<file path="src/rtl/pipe_ctrl_pkg.sv">
`default_nettype none
// ============================================================================
// Module      : pipe_ctrl_pkg
// Description : Shared encodings for the pipelined MIPS control path:
//               opcode/funct values, ALU operation codes, the per-stage
//               control word (ctrl_t) and the bubble constant.
// Revision    : 1.0 - initial release
// ============================================================================
package pipe_ctrl_pkg;

  // --------------------------------------------------------------------------
  // Instruction field encodings (instr[31:26] and instr[5:0])
  // --------------------------------------------------------------------------
  localparam logic [5:0] c_op_rtype = 6'b000000;
  localparam logic [5:0] c_op_lw    = 6'b100011;
  localparam logic [5:0] c_op_sw    = 6'b101011;
  localparam logic [5:0] c_op_beq   = 6'b000100;
  localparam logic [5:0] c_op_addi  = 6'b001000;
  localparam logic [5:0] c_op_j     = 6'b000010;

  localparam logic [5:0] c_fn_add   = 6'b100000;
  localparam logic [5:0] c_fn_sub   = 6'b100010;
  localparam logic [5:0] c_fn_and   = 6'b100100;
  localparam logic [5:0] c_fn_or    = 6'b100101;
  localparam logic [5:0] c_fn_slt   = 6'b101010;

  // --------------------------------------------------------------------------
  // ALU operation codes
  // --------------------------------------------------------------------------
  localparam logic [2:0] c_alu_and  = 3'b000;
  localparam logic [2:0] c_alu_or   = 3'b001;
  localparam logic [2:0] c_alu_add  = 3'b010;
  localparam logic [2:0] c_alu_sub  = 3'b110;
  localparam logic [2:0] c_alu_slt  = 3'b111;

  typedef enum logic [2:0] {
    ALU_AND = c_alu_and,
    ALU_OR  = c_alu_or,
    ALU_ADD = c_alu_add,
    ALU_SUB = c_alu_sub,
    ALU_SLT = c_alu_slt
  } aluop_t;

  // --------------------------------------------------------------------------
  // Control word carried down the pipeline, one per stage register
  // --------------------------------------------------------------------------
  typedef struct packed {
    logic   valid;
    logic   regwrite;
    logic   memtoreg;
    logic   memwrite;
    logic   branch;
    logic   alusrc;
    logic   regdst;
    aluop_t alucontrol;
  } ctrl_t;

  // A bubble is an all-zero control word; ALU_AND encodes as 3'b000.
  localparam ctrl_t CTRL_BUBBLE = '{
    valid:      1'b0,
    regwrite:   1'b0,
    memtoreg:   1'b0,
    memwrite:   1'b0,
    branch:     1'b0,
    alusrc:     1'b0,
    regdst:     1'b0,
    alucontrol: ALU_AND
  };

  // Replace a control word with a bubble when the instruction is killed.
  function automatic ctrl_t squash(input logic kill, input ctrl_t ctrl);
    return kill ? CTRL_BUBBLE : ctrl;
  endfunction

endpackage : pipe_ctrl_pkg
`default_nettype wire

</file>
<file path="src/rtl/pipe_controller_decoder.sv">
`default_nettype none
// ============================================================================
// Module      : ctrl_decoder
// Description : Combinational DEC-stage decoder. Maps opcode/funct to the
//               control word entering EXE, and flags jumps and illegal
//               encodings. Jumps and illegal instructions produce a bubble
//               control word so they never write state downstream.
// Ports       : i_opcode  [5:0] instr[31:26]
//               i_funct   [5:0] instr[5:0]
//               o_ctrl    ctrl_t decoded control word (bubble if none)
//               o_jump    j instruction in DEC
//               o_illegal unknown opcode, or R-type with unknown funct
// Revision    : 1.0 - initial release
// ============================================================================
module ctrl_decoder
  import pipe_ctrl_pkg::*;
(
  input  logic [5:0] i_opcode,
  input  logic [5:0] i_funct,
  output ctrl_t      o_ctrl,
  output logic       o_jump,
  output logic       o_illegal
);

  always_comb begin
    o_ctrl    = CTRL_BUBBLE;
    o_jump    = 1'b0;
    o_illegal = 1'b0;

    case (i_opcode)
      c_op_rtype: begin
        o_ctrl.valid    = 1'b1;
        o_ctrl.regwrite = 1'b1;
        o_ctrl.regdst   = 1'b1;
        case (i_funct)
          c_fn_add: o_ctrl.alucontrol = ALU_ADD;
          c_fn_sub: o_ctrl.alucontrol = ALU_SUB;
          c_fn_and: o_ctrl.alucontrol = ALU_AND;
          c_fn_or:  o_ctrl.alucontrol = ALU_OR;
          c_fn_slt: o_ctrl.alucontrol = ALU_SLT;
          default: begin
            // Unknown funct: drop the partially built word entirely.
            o_ctrl    = CTRL_BUBBLE;
            o_illegal = 1'b1;
          end
        endcase
      end

      c_op_lw: begin
        o_ctrl.valid      = 1'b1;
        o_ctrl.regwrite   = 1'b1;
        o_ctrl.alusrc     = 1'b1;
        o_ctrl.memtoreg   = 1'b1;
        o_ctrl.alucontrol = ALU_ADD;
      end

      c_op_sw: begin
        o_ctrl.valid      = 1'b1;
        o_ctrl.memwrite   = 1'b1;
        o_ctrl.alusrc     = 1'b1;
        o_ctrl.alucontrol = ALU_ADD;
      end

      c_op_beq: begin
        o_ctrl.valid      = 1'b1;
        o_ctrl.branch     = 1'b1;
        o_ctrl.alucontrol = ALU_SUB;
      end

      c_op_addi: begin
        o_ctrl.valid      = 1'b1;
        o_ctrl.regwrite   = 1'b1;
        o_ctrl.alusrc     = 1'b1;
        o_ctrl.alucontrol = ALU_ADD;
      end

      // The jump is completed by the datapath in DEC; nothing travels on.
      c_op_j: o_jump = 1'b1;

      default: o_illegal = 1'b1;
    endcase
  end

endmodule : ctrl_decoder
`default_nettype wire

</file>
<file path="src/rtl/pipe_controller.sv">
`default_nettype none
// ============================================================================
// Module      : pipe_controller
// Description : Pipelined MIPS control path. Decodes in DEC and carries the
//               control word through EXE/MEM/WB with a valid bit per stage.
//               Handles stall bubbles, self-flush on a taken branch (resolved
//               in EXE or MEM), jump/illegal decode and a retire counter.
// Parameters  : ALUCTRL_W  width of alucontrol_EXE (codes zero-extended)
//               BR_IN_EXE  0: branch resolved in MEM, 1: resolved in EXE
//               CNT_W      width of the retired-instruction counter
// Ports       : clk, reset (async, active-high)
//               stall            hazard unit holds DEC, bubble into EXE
//               opcode, funct    DEC instruction fields
//               zero_BR          ALU zero of the branch-resolve stage
//               jump_DEC, illegal_DEC, flush_DEC   combinational DEC flags
//               *_EXE, *_MEM, *_WB                 registered stage controls
//               pcsrc            taken branch (combinational)
//               valid_EXE/MEM/WB stage holds a real instruction
//               retired          valid instructions that left WB
// Revision    : 1.0 - initial release
// ============================================================================
module pipe_controller
  import pipe_ctrl_pkg::*;
#(
  parameter int ALUCTRL_W = 3,
  parameter int BR_IN_EXE = 0,
  parameter int CNT_W     = 32
) (
  input  logic                 clk,
  input  logic                 reset,
  input  logic                 stall,
  input  logic [5:0]           opcode,
  input  logic [5:0]           funct,
  input  logic                 zero_BR,
  output logic                 jump_DEC,
  output logic                 illegal_DEC,
  output logic                 alusrc_EXE,
  output logic                 regdst_EXE,
  output logic [ALUCTRL_W-1:0] alucontrol_EXE,
  output logic                 memtoreg_EXE,
  output logic                 regwrite_EXE,
  output logic                 regwrite_MEM,
  output logic                 memwrite_MEM,
  output logic                 regwrite_WB,
  output logic                 memtoreg_WB,
  output logic                 pcsrc,
  output logic                 flush_DEC,
  output logic                 valid_EXE,
  output logic                 valid_MEM,
  output logic                 valid_WB,
  output logic [CNT_W-1:0]     retired
);

  // --------------------------------------------------------------------------
  // DEC stage decode
  // --------------------------------------------------------------------------
  ctrl_t w_dec_ctrl;
  logic  w_jump;
  logic  w_illegal;

  ctrl_decoder u_decoder (
    .i_opcode  (opcode),
    .i_funct   (funct),
    .o_ctrl    (w_dec_ctrl),
    .o_jump    (w_jump),
    .o_illegal (w_illegal)
  );

  // --------------------------------------------------------------------------
  // Stage registers
  // --------------------------------------------------------------------------
  ctrl_t            r_exe;
  ctrl_t            r_mem;
  ctrl_t            r_wb;
  logic [CNT_W-1:0] r_retired;

  // --------------------------------------------------------------------------
  // Branch resolution and kill selection
  // --------------------------------------------------------------------------
  logic w_pcsrc;
  logic w_kill_mem;

  generate
    if (BR_IN_EXE != 0) begin : g_br_exe
      // Resolving in EXE: only the instruction currently in DEC is younger.
      assign w_pcsrc    = r_exe.branch & r_exe.valid & zero_BR;
      assign w_kill_mem = 1'b0;
    end else begin : g_br_mem
      // Resolving in MEM: the instruction leaving EXE is also on the wrong
      // path, so it must not reach MEM as a real instruction.
      assign w_pcsrc    = r_mem.branch & r_mem.valid & zero_BR;
      assign w_kill_mem = w_pcsrc;
    end
  endgenerate

  // A taken branch always bubbles EXE, so it covers the stall case too.
  logic  w_kill_exe;
  ctrl_t w_exe_next;
  ctrl_t w_mem_next;

  assign w_kill_exe = w_pcsrc | stall;
  assign w_exe_next = squash(w_kill_exe, w_dec_ctrl);
  assign w_mem_next = squash(w_kill_mem, r_exe);

  // --------------------------------------------------------------------------
  // Pipeline advance and retire counter
  // --------------------------------------------------------------------------
  always_ff @(posedge clk or posedge reset) begin
    if (reset) begin
      r_exe     <= CTRL_BUBBLE;
      r_mem     <= CTRL_BUBBLE;
      r_wb      <= CTRL_BUBBLE;
      r_retired <= '0;
    end else begin
      r_exe <= w_exe_next;
      r_mem <= w_mem_next;
      r_wb  <= r_mem;
      // Free-running count; wraps silently at the counter width.
      if (r_wb.valid) begin
        r_retired <= r_retired + CNT_W'(1);
      end
    end
  end

  // --------------------------------------------------------------------------
  // Outputs
  // --------------------------------------------------------------------------
  assign jump_DEC       = w_jump;
  assign illegal_DEC    = w_illegal;
  assign pcsrc          = w_pcsrc;
  assign flush_DEC      = w_pcsrc | w_jump;

  assign alusrc_EXE     = r_exe.alusrc;
  assign regdst_EXE     = r_exe.regdst;
  assign alucontrol_EXE = ALUCTRL_W'(r_exe.alucontrol);
  assign memtoreg_EXE   = r_exe.memtoreg;
  assign regwrite_EXE   = r_exe.regwrite;
  assign valid_EXE      = r_exe.valid;

  assign regwrite_MEM   = r_mem.regwrite;
  assign memwrite_MEM   = r_mem.memwrite;
  assign valid_MEM      = r_mem.valid;

  assign regwrite_WB    = r_wb.regwrite;
  assign memtoreg_WB    = r_wb.memtoreg;
  assign valid_WB       = r_wb.valid;

  assign retired        = r_retired;

  // WB only publishes write-back controls; the remaining fields ride along
  // in the struct so the three stage registers stay uniform.
  logic w_unused_wb;
  assign w_unused_wb = ^{r_wb.memwrite, r_wb.branch, r_wb.alusrc,
                         r_wb.regdst, r_wb.alucontrol};

endmodule : pipe_controller
`default_nettype wire

</file>
<file path="config.mk">
export PLATFORM = sky130hd
export DESIGN_NAME = pipe_controller
export DESIGN_NICKNAME = d
export VERILOG_FILES = /design/src/rtl/pipe_ctrl_pkg.sv /design/src/rtl/pipe_controller_decoder.sv /design/src/rtl/pipe_controller.sv
export SDC_FILE = /design/constraint.sdc
export NUM_CORES = 1
export LEC_CHECK = 0
export CELL_PAD_IN_SITES_DETAIL_PLACEMENT = 0
export CELL_PAD_IN_SITES_GLOBAL_PLACEMENT = 1
export CORE_MARGIN = 4
export CORE_UTILIZATION = 35
export CTS_BUF_LIST = sky130_fd_sc_hd__clkbuf_8
export DETAILED_ROUTE_END_ITERATION = 12
export HOLD_SLACK_MARGIN = 0.12
export PLACE_DENSITY_LB_ADDON = 0.1
export SETUP_SLACK_MARGIN = 0.2
export SYNTH_ARGS = -nofsm -noshare
export SYNTH_HDL_FRONTEND = slang
export SYNTH_SLANG_ARGS = --single-unit
</file>
<file path="constraint.sdc">
create_clock -name clk -period 2.2 [get_ports clk]
set_clock_uncertainty 0.1 [all_clocks]
set_input_delay 0.22 -clock clk [delete_from_list [all_inputs] [get_ports clk]]
set_output_delay 0.22 -clock clk [all_outputs]
set_load 0.02 [all_outputs]
</file>
==> reports/summary.txt <==
Slew headroom: 68.2%
CP Class: input pin to output pin
Synth Flop Type: dfrtp_1
CP peak stage delay: 0.57 ns
Die Wd: 88.3 um
# hold bufs at CTS: 0
CP endpoint kind: output pin
CTS root buf: clkbuf_8
initial antenna violation count: 0
crit path max fanout: 3
CTS Sinks: 50
Syn. warnings: 0
r2r startpoint: retired[8]$_DFFE_PP0P_
largest net degree at the start of global routing: 30
first-pass GRT wire length: 8.44 mm
CP startpoint: opcode[5]
TritonCTS clock tree: yes
Mapped Cells: 199
GP Congestion: 0.794
Post-Synth Simple-Gate Area: 25.5%
worst-margin pin slew: 0.476 ns
most frequent cells in the layout: clkdlybuf4s50_1, dfrtp_1, xnor2_1
syn avg cell area: 11.3 um^2
cell breakdown of the critical path: dlygate4sd2_1 > or4_4 > nor3b_4 > buf_4 > nor2_1 > buf_4
Cell variety after synth: 35
final WL: 4.91 mm
peak supply drop: 314 uV
# fillers: 578
Synth Net Count: 216
diode count: 0
synthesis-to-finish area growth: 43.2%
Critical Path Source Type: input pin
Period minus WS final: 1.92 ns
vias in the first global route: 1810
Final Total Pwr: 1.84 mW
num rows: 28
postcts setup bufs: 0
P per Cell Area: 569 mW/mm^2
Layout Nets: 301
hold_ws: 0.162 ns
XOR/XNOR Fraction of Synth Area: 12.4%
Die Footprint: 0.00779 mm^2
Crit path top cell by count: buf_4
Max Cap Viol: 0
via count: 1740
Die Y: 88.3 um
I/O pins: 66
Worst-path clk slew: 0.09 ns
Clk Latency, worst-skew pair: 0.30 ns
total global-route track usage: 13.8%
mux cell area share after synthesis: 0.998%
max frequency: 0.521 GHz
CTS buffer count: 5
Setup WS pre-CTS: -0.306 ns
share of cells above drive strength 1: 14.4%
H-tree Lvls: 2
most common cell after layout, fill and taps aside: clkdlybuf4s50_1
gr ovfl total: 0
core region area: 0.00610 mm^2
crit share post-route: 87.2%
Initial Util: 37.0%
Setup Viol. Count Final: 0
slowest CP cell: or4_4
multi-input logic area: 956 um^2
post-synthesis compound-gate area fraction: 2.44%
endpoints failing hold: 0
Slew Limit Fails: 0
I/O Buffers: 65
synthesized flop and latch total: 50
ys async rst share: 100%
crit path DAT: 1.60 ns
dpl hpwl: 3.77 mm
worst path bufs/invs: 3
DRC: 0
outcome: finished, final reports clean
sequential share of the synthesized area: 55.5%
Post-DRT Antenna Nets: 0
FF+latch area: 0.00125 mm^2
CP top delay family: simple AND/OR/NAND/NOR gates
DRT iter0 DRCs: 48
area of the mapped netlist: 0.00226 mm^2
largest family of logic cells by synthesized area: simple AND/OR/NAND/NOR gates
Post-synth EDFFs: 0
vias per cell: 4.83
CP Data Required Time: 1.88 ns
drt wl/cell: 13.7 um
RSZ-0062 raised after global routing: no
worst setup margin: 0.282 ns
drt first pass iters: 4
Leak: 1.42 nW
CTS Buffer Depth: 2
Adder-Cell Fraction of Synth Area: 0.555%
HP Class: input pin to async pin
Yosys cell counts (all sizes together) (4+ instances only):
master  instances  share of area [%]
and3            6                1.7
buf             6                1.7
nand3          13                2.9
dfrtp          50                 55
inv             6                1.0
nand4          18                5.3
nor2           13                2.2
nor3            8                3.0
and4            4                1.6
nand2          13                2.2
xnor2          29                 11
and2            8                2.2
state kept, by name, summed over array words and instances (netlist names), 2 cells and up:
signal,count
r_exe,2
r_mem,2
retired,32
alucontrol_EXE,3
metal layers:
metal | global-route usage [%] | part of all wire [%] | up-vias
li1 | - | - | 860
met5 | 0 | 0 | -
met1 | 16.3 | 43 | 832
met2 | 24.3 | 50 | 43
met3 | 3.63 | 5.7 | 5
met4 | 4.53 | 1.5 | 0
area by class of cell:
cell class / count / area share, %
Tap cell: 75 / 2.90
Sequential cell: 50 / 38.7
Multi-Input combinational cell: 137 / 29.6
Clock inverter: 3 / 1.28
Inverter: 6 / 0.697
Clock buffer: 5 / 2.13
Timing Repair Buffer: 84 / 24.7
kinds of logic after synthesis:
logic type,after synthesis
AOI/OAI and AO/OA,8
muxes,2
adders and majority gates,1
xor gates and xnor gates,32
buffers and inverters,12
DFF,50
and+or+nand+nor,94
power by group:
group | leakage (nW) | total, mW | internal [mW] | switching (mW)
logic | 0.671 | 0.225 | 0.118 | 0.107
registers | 0.694 | 0.982 | 0.945 | 0.0362
clock network | 0.0556 | 0.633 | 0.335 | 0.298
repair_timing:
| item | in CTS | in global routing |
|---|---|---|
| pin swaps | 2 | 0 |
| gates resized for setup | 17 | 2 |
| endpoints found under the setup margin | 3 | 2 |
| endpoints found under the hold margin | 0 | 0 |
worst paths after layout:
| path | endpoint | slack (ns) | cells after the start |
|---|---|---|---|
| worst max-delay path | illegal_DEC | 0.28 | 6 |
| max in group asynchronous | retired[23]$_DFFE_PP0P_ | 1.33 | 3 |
| worst max register to register | retired[28]$_DFFE_PP0P_ | 0.45 | 4 |
| worst min-delay path | alucontrol_EXE[0]$_DFF_PP0_ | 0.16 | 2 |
| worst min register to register | memtoreg_WB$_DFF_PP0_ | 0.25 | 0 |
| min in group clk | memtoreg_WB$_DFF_PP0_ | 0.25 | 0 |
metrics by stage:
step	cell area (um^2)	util [%]	setup TNS, ns	cells
floorplan	2260	-	0	199
global placement	3120	51.1	-0.701	352
detailed placement	3120	51.1	-0.792	352
CTS	3220	52.9	0	360
global route	3230	53.0	0	360
finish	3230	53.0	0	360
No activity file was read; power rests on OpenSTA's default activity.
